--- src/rtl/mem_arbiter.sv ---
// mem_arbiter: shares one memory port between instruction fetch and load/store.
// Define ARB_FAIRNESS_EN to bound consecutive data grants while a fetch waits.
module mem_arbiter #(
   parameter int unsigned MAX_DATA_STREAK = 4
) (
   input  logic        clock,
   input  logic        reset,
   input  logic        if_req,
   input  logic [31:0] if_addr,
   output logic [31:0] if_rdata,
   output logic        if_ack,
   input  logic        d_req,
   input  logic        d_we,
   input  logic [31:0] d_addr,
   input  logic [31:0] d_wdata,
   input  logic [2:0]  d_funct3,
   output logic [31:0] d_rdata,
   output logic        d_ack,
   output logic        mem_req,
   output logic        mem_we,
   output logic [31:0] mem_addr,
   output logic [31:0] mem_wdata,
   output logic [2:0]  mem_funct3,
   input  logic [31:0] mem_rdata,
   input  logic        mem_ready,
   output logic        busy
);

   typedef enum logic [1:0] {
      IDLE,
      ISSUE_IF,
      ISSUE_D,
      RESP
   } state_t;

   state_t r_state;
   state_t w_next;
   logic   r_owner_d;
   logic   w_fair;
   logic   w_grant_d;
   logic   w_grant_if;

`ifdef ARB_FAIRNESS_EN
   logic [2:0] r_streak;

   assign w_fair = if_req && d_req &&
                   (r_streak == 3'(MAX_DATA_STREAK));

   always_ff @(posedge clock) begin
      if (reset) begin
         r_streak <= '0;
      end else if (r_state == IDLE) begin
         if (w_grant_if)
            r_streak <= '0;
         else if (w_grant_d && if_req)
            r_streak <= r_streak + 3'd1;
      end
   end
`else
   logic w_unused_streak;

   assign w_fair          = 1'b0;
   assign w_unused_streak = (MAX_DATA_STREAK == 0);
`endif

   // Data wins unless the streak limit hands this slot to fetch.
   assign w_grant_d  = d_req && !w_fair;
   assign w_grant_if = if_req && !w_grant_d;

   always_ff @(posedge clock) begin
      if (reset)
         r_state <= IDLE;
      else
         r_state <= w_next;
   end

   always_comb begin
      w_next = r_state;
      unique case (r_state)
         IDLE: begin
            if (w_grant_d)
               w_next = ISSUE_D;
            else if (w_grant_if)
               w_next = ISSUE_IF;
         end
         ISSUE_IF,
         ISSUE_D: begin
            if (mem_ready)
               w_next = RESP;
         end
         RESP:    w_next = IDLE;
         default: w_next = IDLE;
      endcase
   end

   always_ff @(posedge clock) begin
      if (reset) begin
         r_owner_d  <= 1'b0;
         mem_req    <= 1'b0;
         mem_we     <= 1'b0;
         mem_addr   <= '0;
         mem_wdata  <= '0;
         mem_funct3 <= '0;
         if_rdata   <= '0;
         d_rdata    <= '0;
      end else begin
         unique case (r_state)
            IDLE: begin
               if (w_grant_d) begin
                  r_owner_d  <= 1'b1;
                  mem_req    <= 1'b1;
                  mem_we     <= d_we;
                  mem_addr   <= d_addr;
                  mem_wdata  <= d_wdata;
                  mem_funct3 <= d_funct3;
               end else if (w_grant_if) begin
                  r_owner_d  <= 1'b0;
                  mem_req    <= 1'b1;
                  mem_we     <= 1'b0;
                  mem_addr   <= if_addr;
                  mem_wdata  <= '0;
                  mem_funct3 <= 3'b010;
               end
            end
            ISSUE_IF,
            ISSUE_D: begin
               if (mem_ready) begin
                  mem_req <= 1'b0;
                  if (r_state == ISSUE_D)
                     d_rdata <= mem_rdata;
                  else
                     if_rdata <= mem_rdata;
               end
            end
            default: ;
         endcase
      end
   end

   assign if_ack = (r_state == RESP) && !r_owner_d;
   assign d_ack  = (r_state == RESP) && r_owner_d;
   assign busy   = (r_state != IDLE);

endmodule

--- config.mk ---
export PLATFORM = sky130hd
export DESIGN_NAME = mem_arbiter
export DESIGN_NICKNAME = d
export VERILOG_FILES = /design/src/rtl/mem_arbiter.sv
export SDC_FILE = /design/constraint.sdc
export NUM_CORES = 1
export LEC_CHECK = 0
export CAP_MARGIN = 20
export CORE_ASPECT_RATIO = 0.5
export CORE_UTILIZATION = 40
export CTS_CLUSTER_DIAMETER = 50
export DETAILED_ROUTE_END_ITERATION = 16
export PLACE_DENSITY = 0.87
export SLEW_MARGIN = 30
export SYNTH_ARGS = -nofsm -noshare
export SYNTH_HDL_FRONTEND = slang
export SYNTH_SLANG_ARGS = --single-unit
--- constraint.sdc ---
create_clock -name clock -period 2 [get_ports clock]
set_clock_uncertainty 0.05 [all_clocks]
set_input_delay 0.2 -clock clock [delete_from_list [all_inputs] [get_ports clock]]
set_output_delay 0.2 -clock clock [all_outputs]
set_load 0.005 [all_outputs]
==> out/qor.txt <==
Nets@finish - 1,013
Leakage - 3.24 nW
Pwr dens - 1130 mW/mm^2
Fin. max-slew vios - 0
Clock Latency Late Sink - 0.39 ns
Initial antenna violation count - 0
Via/cell ratio - 4.96
Routed length per instance - 15.4 microns
Gr busiest metal - met2
Hold Path Depth - 2
Ranking of synthesized cells by area - dfxtp_1, nand2_1, a21oi_1
Die width - 164 microns
Cells after Synth - 616
Total Wirelength - 16.2 mm
CP bufs+invs - 3
First-pass GRT wire length - 23.7 mm
Top-area cell type share of the netlist area - 0.522
Fmax achieved - 0.526 GHz
Relative slew slack - 0.382
Std-Cell Core Area - 0.0127 sq mm
Worst R2R Start - r_state[0]$_SDFFE_PP0P_
Design area - 0.00873 sq mm
Post-synth EDFFs - 0
Dpl hpwl - 11.6 mm
Vias - 5,231
Sequential cell area fraction in the yosys report - 0.522
Root buf cell - clkbuf_16
Crit-path max cell delay - 0.50 ns
DRT Pass-1 Iters - 4
Slowest cell on crit path - clkdlybuf4s50_1
# diodes - 0
Residual DRC - 0
Post-Synthesis Cell Area - 0.00522 sq mm
Ports - 273
Met2 GRT Util - 0.432
RSZ-0062 raised after global routing - false
Port bufs - 272
Status - finished clean
# Post-CTS Setup Buffers - 0
Worst slew pin tran - 0.924 ns
Syn_area_per_cell - 8.47 sq um
Placer Congestion - 0.792
Final Cycle Share - 0.950
Sink Count - 136
Worst r2r path cells - 6
Fillers - 995
Global-route track usage on met1 - 0.241
Worst hold start - reset
Die Footprint - 0.0135 sq mm
TritonCTS Buffers - 17
Htree depth - 4
Antenna Violating Nets Remaining - 0
Critical path depth - 4
Arrival @ worst endpoint - 1.65 ns
Worst setup EP type - primary output
Die Height - 82.8 microns
Placed Area - 0.00809 sq mm
Share of cells above drive strength 1 - 0.0667
Net Count, Synth - 757
Clk buf depth - 2
Gr usage total - 0.225
Vias in the first global route - 4,903
Clock-pin slew on the worst setup and hold paths - 0.06 ns
Post-synth top cells - nand2_1, dfxtp_1, a21oi_1
Met3 Use GR - 0.0576
CP startpoint kind - flip-flop
# rows - 29
YS warnings - 0
Total gr overflow - 0
CP required - 1.75 ns
Crit path kind - flip-flop to primary output
Initial Utilization - 0.411
Dominant cell type by area after synthesis - dfxtp_1
Number of max-cap violations - 0
Max IR drop VDD - 0.000581 V
Final hold vios - 0
Initial DRC count - 251
Area grow syn2layout - 67.2%
Synth cell types - 26
Minimum clock period - 1.90 ns
Final setup TNS - 0 ns
CTS tree - yes
Top_reg_cell synth - dfxtp_1
Worst Path Max Fanout - 8
Final setup fails - 0
Top Family by Delay on Critical Path - buffers and inverters
Hold Path Class - primary input to flip-flop
Most used cell, CP - inv_1
Most numerous cell in the Yosys netlist - nand2_1
Critical path startpoint - r_state[1]$_SDFFE_PP0P_
Ys async rst share - 0
Largest net degree at the start of global routing - 63
Worst path cell trace - inv_1, ha_4, inv_1, clkdlybuf4s50_1
FF+latch count, synth - 136
metal layers:
metal	part of all wire	vias up
li1	-	2589
met1	0.39	2470
met2	0.53	147
met3	0.058	25
met4	0.019	0
met5	0	-
layout by cell type, fill, tap and decap left out, types with 3 or more instances in the layout:
cell type,netlist,routed
clkinvlp_4,0,4
nand2_1,167,167
buf_4,5,11
buf_12,0,6
ha_1,4,3
nor2_1,33,33
mux2i_1,32,32
clkbuf_16,0,17
dfxtp_1,136,136
bufinv_16,0,4
nand3_1,35,35
clkdlybuf4s50_1,0,269
a211oi_1,26,26
a21oi_1,103,103
a211oi_2,6,6
inv_1,4,4
o21ai_0,4,4
clkinv_4,0,4
worst register-to-register path, stage by stage (launching register included):
cell and delay, ns:
dfxtp_1 0.33, inv_1 0.14, ha_4 0.22, o21a_2 0.22
buf_12 0.26, nor2_1 0.10, a211oi_1 0.21
path summary, 6_finish.rpt:
path | end | slack (ns)
max reg2reg | mem_addr[7]$_SDFFE_PP0P_ | 0.39
min reg2reg | mem_we$_SDFFE_PP0P_ | 0.40
max | busy | 0.10
min | mem_wdata[9]$_SDFFE_PP0P_ | 0.17
stage by stage:
stage	std cells	hold WS, ns	setup slack (ns)	power [mW]	util
floorplan	616	0.286	0.532	4.99	-
global placement	1023	0.388	0.215	6.49	0.637
detailed placement	1023	0.395	0.112	6.60	0.637
CTS	1055	0.166	0.0384	9.92	0.686
global route	1055	0.180	0.00479	10.4	0.687
finish	1055	0.172	0.100	9.88	0.687
cell families after synthesis:
logic type / synth area share
AOI/OAI and AO/OA: 0.164
and+or+nand+nor: 0.192
muxes: 0.0614
adders and majority gates: 0.00959
DFF: 0.522
buffers and inverters: 0.0523
repair_timing:
action,in CTS,in global routing
setup endpoints to repair,1,2
hold buffers,0,0
hold endpoints to repair,0,0
resized for setup,1,2
registers in the layout, indices dropped and copies added (netlist names):
name and count:
mem_funct3 3, mem_wdata 32, r_state 2, d_rdata 32
mem_addr 32, if_rdata 32, mem_we 1, r_owner_d 1
mem_req 1
final cells by class:
class / instances / area (sq um) / area share
sequential: 136 / 2720 / 0.312
tap: 170 / 213 / 0.0244
multi-input combinational: 425 / 2240 / 0.256
clock inverter: 14 / 199 / 0.0228
timing repair buffer: 288 / 2910 / 0.334
inverter: 4 / 15.0 / 0.00172
clock buffer: 18 / 429 / 0.0492
power by group:
part / switching, mW / total [mW] / leakage (nW) / internal (mW)
sequential: 0.253 / 3.46 / 1.11 / 3.20
combinational: 1.47 / 3.12 / 1.83 / 1.65
clock: 1.20 / 3.30 / 0.293 / 2.10
total: 2.92 / 9.88 / 3.24 / 6.95
No activity file was read; power rests on OpenSTA's default activity.
